`src/rtl/decodificador_varredura_pkg.sv`:
```
// Shared types and helpers for the scanning one-hot decoder.
// Helpers work on a fixed maximum width; callers zero-extend and truncate to their own SEL_W.
package decodificador_pkg;

  localparam int SEL_W_PADRAO = 3;
  localparam int SEL_W_MAX    = 6;
  localparam int NUM_MAX      = 2 ** SEL_W_MAX;

  typedef enum logic {MODO_MANUAL = 1'b0, MODO_VARREDURA = 1'b1} modo_e;

  // found sits in the LSB so truncating the struct keeps it.
  typedef struct packed {
    logic [SEL_W_MAX-1:0] idx;
    logic                 found;
  } busca_t;

  function automatic logic [NUM_MAX-1:0] onehot(input logic [SEL_W_MAX-1:0] i);
    logic [NUM_MAX-1:0] r;
    r    = '0;
    r[i] = 1'b1;
    return r;
  endfunction

  // Walks down from the farthest candidate so the nearest enabled channel wins.
  // Offset num_out lands back on idx, which covers a single enabled channel.
  function automatic busca_t proximo_habilitado(input logic [SEL_W_MAX-1:0] i,
                                                input logic [NUM_MAX-1:0]   m,
                                                input int                   num_out);
    busca_t               r;
    logic [SEL_W_MAX-1:0] cand;
    r = '0;
    for (int k = NUM_MAX; k >= 1; k--) begin
      if (k <= num_out) begin
        cand = SEL_W_MAX'((int'(i) + k) & (num_out - 1));
        if (m[cand]) begin
          r.idx   = cand;
          r.found = 1'b1;
        end
      end
    end
    return r;
  endfunction

endpackage

```
`src/rtl/decodificador_varredura_if.sv`:
```
// Control and output bundle of the scanning decoder.
interface decodificador_varredura_if #(parameter int SEL_W = 3);
  localparam int NUM_OUT = 2 ** SEL_W;

  logic               en;
  logic               modo;
  logic [SEL_W-1:0]   sel;
  logic [NUM_OUT-1:0] mask;
  logic [NUM_OUT-1:0] saida;
  logic [SEL_W-1:0]   idx;
  logic               volta;

  modport master (output en, modo, sel, mask, input saida, idx, volta);
  modport slave  (input en, modo, sel, mask, output saida, idx, volta);
endinterface

```
`src/rtl/decodificador_varredura_prescaler.sv`:
```
// Scan step prescaler: counts 0..PRESCALE-1, sync clear, hold when disabled.
module prescaler_varredura #(
  parameter int PRESCALE = 1000
) (
  input  logic clk,
  input  logic rst_n,
  input  logic limpa_i,
  input  logic habilita_i,
  output logic tc_o
);
  localparam int CNT_W = (PRESCALE > 1) ? $clog2(PRESCALE) : 1;

  logic [CNT_W-1:0] cnt_q, cnt_d;
  logic             fim_w;

  assign fim_w = (cnt_q == CNT_W'(PRESCALE - 1));
  assign tc_o  = habilita_i && !limpa_i && fim_w;

  always_comb begin
    cnt_d = cnt_q;
    if (limpa_i)         cnt_d = '0;
    else if (habilita_i) cnt_d = fim_w ? '0 : cnt_q + CNT_W'(1);
  end

  always_ff @(posedge clk or negedge rst_n) begin
    if (!rst_n) cnt_q <= '0;
    else        cnt_q <= cnt_d;
  end
endmodule

```
`src/rtl/decodificador_varredura.sv`:
```
// Registered binary-to-one-hot decoder with automatic channel scan for digit multiplexing.
// Build option SAIDA_ATIVA_BAIXA_EN inverts saida (active-low, idle all ones).
module decodificador_varredura
  import decodificador_pkg::*;
#(
  parameter int SEL_W    = SEL_W_PADRAO,
  parameter int PRESCALE = 1000
) (
  input logic                      clk,
  input logic                      rst_n,
  decodificador_varredura_if.slave bus
);
  localparam int NUM_OUT = 2 ** SEL_W;

  logic [NUM_OUT-1:0] saida_q, saida_d;
  logic [SEL_W-1:0]   idx_q, idx_d;
  logic               volta_q, volta_d;
  logic [SEL_W-1:0]   prox_w;
  logic               achou_w;
  logic               tc_w;
  modo_e              modo_w;

  assign modo_w = modo_e'(bus.modo);

  prescaler_varredura #(.PRESCALE(PRESCALE)) u_prescaler (
    .clk        (clk),
    .rst_n      (rst_n),
    .limpa_i    (modo_w == MODO_MANUAL),
    .habilita_i (bus.en),
    .tc_o       (tc_w)
  );

  always_comb begin
    {prox_w, achou_w} = (SEL_W + 1)'(proximo_habilitado(SEL_W_MAX'(idx_q),
                                                        NUM_MAX'(bus.mask), NUM_OUT));
  end

  always_comb begin
    idx_d   = idx_q;
    saida_d = '0;
    volta_d = 1'b0;
    if (bus.en) begin
      if (modo_w == MODO_MANUAL) begin
        idx_d = bus.sel;
      end else if (tc_w && achou_w) begin
        idx_d   = prox_w;
        volta_d = (prox_w <= idx_q);
      end
      // Output tracks the new index, gated by its own mask bit.
      if (bus.mask[idx_d]) saida_d = NUM_OUT'(onehot(SEL_W_MAX'(idx_d)));
    end
  end

  always_ff @(posedge clk or negedge rst_n) begin
    if (!rst_n) begin
      saida_q <= '0;
      idx_q   <= '0;
      volta_q <= 1'b0;
    end else begin
      saida_q <= saida_d;
      idx_q   <= idx_d;
      volta_q <= volta_d;
    end
  end

`ifdef SAIDA_ATIVA_BAIXA_EN
  assign bus.saida = ~saida_q;
`else
  assign bus.saida = saida_q;
`endif
  assign bus.idx   = idx_q;
  assign bus.volta = volta_q;
endmodule

```
`src/flat_wrapper.sv`:
```
// flat-port wrapper written by rule: the top's interface ports become plain ports
module decodificador_varredura_flat import decodificador_pkg::*;
#(
  parameter int SEL_W    = SEL_W_PADRAO,
  parameter int PRESCALE = 1000
)
  (clk, rst_n, bus_en, bus_modo, bus_sel, bus_mask, bus_saida, bus_idx, bus_volta);
  decodificador_varredura_if #(.SEL_W(SEL_W)) bus_i ();
  input logic clk;
  input logic rst_n;
  input wire logic [$bits(bus_i.en)-1:0] bus_en;
  input wire logic [$bits(bus_i.modo)-1:0] bus_modo;
  input wire logic [$bits(bus_i.sel)-1:0] bus_sel;
  input wire logic [$bits(bus_i.mask)-1:0] bus_mask;
  output wire logic [$bits(bus_i.saida)-1:0] bus_saida;
  output wire logic [$bits(bus_i.idx)-1:0] bus_idx;
  output wire logic [$bits(bus_i.volta)-1:0] bus_volta;
  assign bus_i.en = bus_en;
  assign bus_i.modo = bus_modo;
  assign bus_i.sel = bus_sel;
  assign bus_i.mask = bus_mask;
  assign bus_saida = bus_i.saida;
  assign bus_idx = bus_i.idx;
  assign bus_volta = bus_i.volta;
  decodificador_varredura #(.SEL_W(SEL_W), .PRESCALE(PRESCALE)) u_core (.clk(clk), .rst_n(rst_n), .bus(bus_i));
endmodule
```
`config.mk`:
```
export PLATFORM = sky130hd
export DESIGN_NAME = decodificador_varredura_flat
export DESIGN_NICKNAME = d
export VERILOG_FILES = /design/src/rtl/decodificador_varredura_pkg.sv /design/src/rtl/decodificador_varredura_if.sv /design/src/rtl/decodificador_varredura_prescaler.sv /design/src/rtl/decodificador_varredura.sv /design/src/flat_wrapper.sv
export SDC_FILE = /design/constraint.sdc
export NUM_CORES = 1
export LEC_CHECK = 0
export BUFFER_PORTS_ARGS = -buffer_cell sky130_fd_sc_hd__clkbuf_2
export CORE_MARGIN = 4
export CORE_UTILIZATION = 50
export DETAILED_ROUTE_END_ITERATION = 8
export PLACE_DENSITY = 0.7
export SLEW_MARGIN = 20
export SYNTH_ARGS = -nofsm -noshare
export SYNTH_HDL_FRONTEND = slang
export SYNTH_SLANG_ARGS = --single-unit
```
`constraint.sdc`:
```
create_clock -name clk -period 4.1 [get_ports clk]
set_input_delay 0.205 -clock clk [delete_from_list [all_inputs] [get_ports clk]]
set_output_delay 0.205 -clock clk [all_outputs]
set_load 0.01 [all_outputs]
```
==> run_results.csv <==
group,metric,value,unit
run_status,outcome,"complete, no violations",
worst_setup_path,crit_family,"compound AO/OA/AOI/OAI gates",
floorplanning,row_count,23,
synthesis,async_reset_ff_share,100.0,%
worst_setup_path,crit_required,4300,ps
hold_path,hold_path_class,"in2reg",
timing,rsz0062_at_grt,"no",
cts,h-tree-depth,1,
routing,ant_nets,0,
timing,period_needed,3455,ps
synthesis,syn_nets,236,
routing,via_per_inst,6.621,
synthesis,synth_compound_area_share,21.90,%
power,ir_worst_vdd,0.0001574,V
placement,dp_hpwl,3.796,mm
worst_setup_path,criticalPathCategory,"reg2reg",
cells_and_area,final_common_cell,"clkbuf_2",
timing,worst_pin_slew,781.1,ps
routing,drcViolationCount,0,
routing,drt_iter0_drc,140,
synthesis,synth-simple-area-share,16.51,%
global_route,grt_remaining_overflow,0,
synthesis,ys_types,58,
placement,place_congestion,0.8609,
cells_and_area,final_layout_size_suffix_gt1_share,27.66,%
worst_setup_path,cp.arrival,3660,ps
cells_and_area,fillers,359,
floorplanning,die_w,74.06,um
synthesis,synth_top_area_share,25.23,%
routing,wl_per_cell,17.68,um
cts,root_buffer,"clkbuf_8",
synthesis,synth_xor_area_share,2.408,%
timing,fin_tns_setup,0,ps
synthesis,synth_mux_area_share,24.60,%
worst_setup_path,crit_path_end_kind,"register",
cts,cts_tree,"done",
routing,vias,1887,
global_route,track_usage,19.83,%
synthesis,synth_fa_ha_area_share,3.440,%
routing,first_pass_iters,5,
cells_and_area,layout_common_cells,"clkbuf_2, dfrtp_1, o21ai_0",
synthesis,syn_area_per_cell,10.15,um2
timing,timing.final.ws_setup,644.8,ps
worst_setup_path,critPathLaunchType,"register",
timing,final.period_utilization,84.27,%
cells_and_area,syn2layout_area_growth,9.576,%
synthesis,ys_ff_latch,22,
synthesis,synth_top_cell_by_area,"dfrtp_1",
timing,finalSetupViolations,0,
floorplanning,core,4115,um2
timing,slew_viol_final,0,
floorplanning,dieHeight,74.06,um
cells_and_area,fin_nets,257,
cells_and_area,diodes,0,
timing,timing.fmax,289.4,MHz
synthesis,seq_area_frac_synth,25.23,%
global_route,grt_pass1_wl,8.625,mm
cells_and_area,final_util,58.10,%
synthesis,netlist_area,2182,um2
synthesis,yosys_most_used_dff,"dfrtp_1",
cts,worstSkewPairLatency,260,ps
timing,hold_violations,0,
synthesis,ys_warn_count,0,
synthesis,ys_top_cells_by_area,"dfrtp_1, mux4_2, o21ai_0",
flow_run,max-cap-violations,0,
timing,clock_skew,9.169,ps
synthesis,syn_inst,215,
cts,post_cts_buffers,0,
cts,clk_pin_slew,80,ps
worst_setup_path,crit_buf_inv,1,
floorplanning,dieArea,5485,um2
synthesis,synth_top_family_by_area,"multiplexers",
global_route,grt_max_degree,25,
cts,cts_resized,0,
placement,io_buffers,26,
cts,clockBufferDepth,2,
global_route,grt_pass1_vias,1720,
cts,numCtsBuffers,3,
cts,clock_sinks,22,
worst_setup_path,crit_fanout,12,
floorplanning,pin_count,27,
worst_setup_path,cpPeakStageDelay,580,ps
routing,drt_wl_total,5.039,mm
power,p_leak,1.051,nW
power,powerDensity,372.2,nW/um2
placement,preCtsSetupSlack,695.1,ps
worst_setup_path,cp_slowest_cell,"ha_1",
synthesis,synth_edf_count,0,
timing,slew_headroom,47.93,%
global_route,antenna_found_initial,0,
worst_setup_path,path_cells,"inv_1, ha_1, mux2_2, mux4_2, a21bo_1, o2111ai_2, nand3_1, a21o_1, ha_1, a21o_1, a21oi_1, a31oi_1, nor2_1",
floorplanning,start_util,53.03,%
[layout make-up]
class                   instances  area, um2  share of cell area (%)
inverters                      13      48.80                   2.041
clock inverters                 1      30.03                   1.256
multi-input cells             167       1503                   62.85
clock buffers                   3      41.29                   1.727
well taps                      50      62.56                   2.616
repair buffers                 29      155.1                   6.489
flip-flops and latches         22      550.5                   23.02
[per-stage QoR]
stage	area, um2	cells	power [mW]	hold slack, ps
after floorplan	2182	215	0.6085	-90.59
after detailed placement	2310	280	0.6895	214.6
after CTS	2391	285	0.8916	252.9
after global placement	2310	280	0.6876	213.7
final	2391	285	0.8900	256.7
after global routing	2391	285	0.9564	266.2
[what timing repair did]
action | CTS | global route
endpoints found under the setup margin | 0 | 0
endpoints found under the hold margin | 22 | 0
hold buffers | 1 | 0
[sequential cells by signal, summed over array words and instances, names as in the netlist]
register and cells:
u_core.bus.idx 3, u_core.bus.saida 8, u_core.bus.volta 1, u_core.u_prescaler.cnt_q 10
[synthesized netlist by cell type (all sizes together) (3+ instances only)]
library cell / count
a21o: 7
and4b: 3
a31oi: 4
and4: 6
o31ai: 5
mux2: 9
nor2: 13
mux2i: 6
nand3: 8
inv: 13
mux4: 16
dfrtp: 22
ha: 6
nor2b: 4
buf: 6
a21oi: 8
and2: 3
clkbuf: 7
o21ai: 16
xnor2: 5
nand2b: 3
nand2: 7
and3: 3
[kinds of logic (layout without fill, tap and decap cells)]
logic type / after synthesis / after routing
and+or+nand+nor: 61 / 61
xor gates and xnor gates: 6 / 6
buffers and inverters: 26 / 46
adders and majority gates: 6 / 6
DFF: 22 / 22
AOI/OAI and AO/OA: 63 / 63
muxes: 31 / 31
[metal layers]
metal	up-vias	global-route usage [%]	share of wire, %
met5	-	0	0
met4	0	4.829	1.2
met3	7	2.297	5.9
met2	76	30.71	47
met1	919	29.60	46
li1	885	-	-
[final timing paths]
check                                                  from                          end  slack (ps)  depth (start not counted)
worst max-delay path                      u_core.bus.idx[0]             u_core.bus.volta         640                         13
worst min-delay path                                 bus_en            u_core.bus.idx[1]         260                          2
worst max register to register            u_core.bus.idx[0]             u_core.bus.volta         640                         13
worst min register to register  u_core.u_prescaler.cnt_q[9]  u_core.u_prescaler.cnt_q[9]         500                          1
max in group asynchronous                             rst_n          u_core.bus.saida[1]        3290                          2
min in group asynchronous                             rst_n            u_core.bus.idx[1]         450                          2
[where the power goes]
group          total [mW]  internal [mW]  switching, mW  leakage (nW)
clock               0.200          0.130         0.0699        0.0357
sequential          0.240          0.224         0.0155         0.299
combinational       0.450          0.212          0.238         0.716
Power figures use the tool's default switching activity.
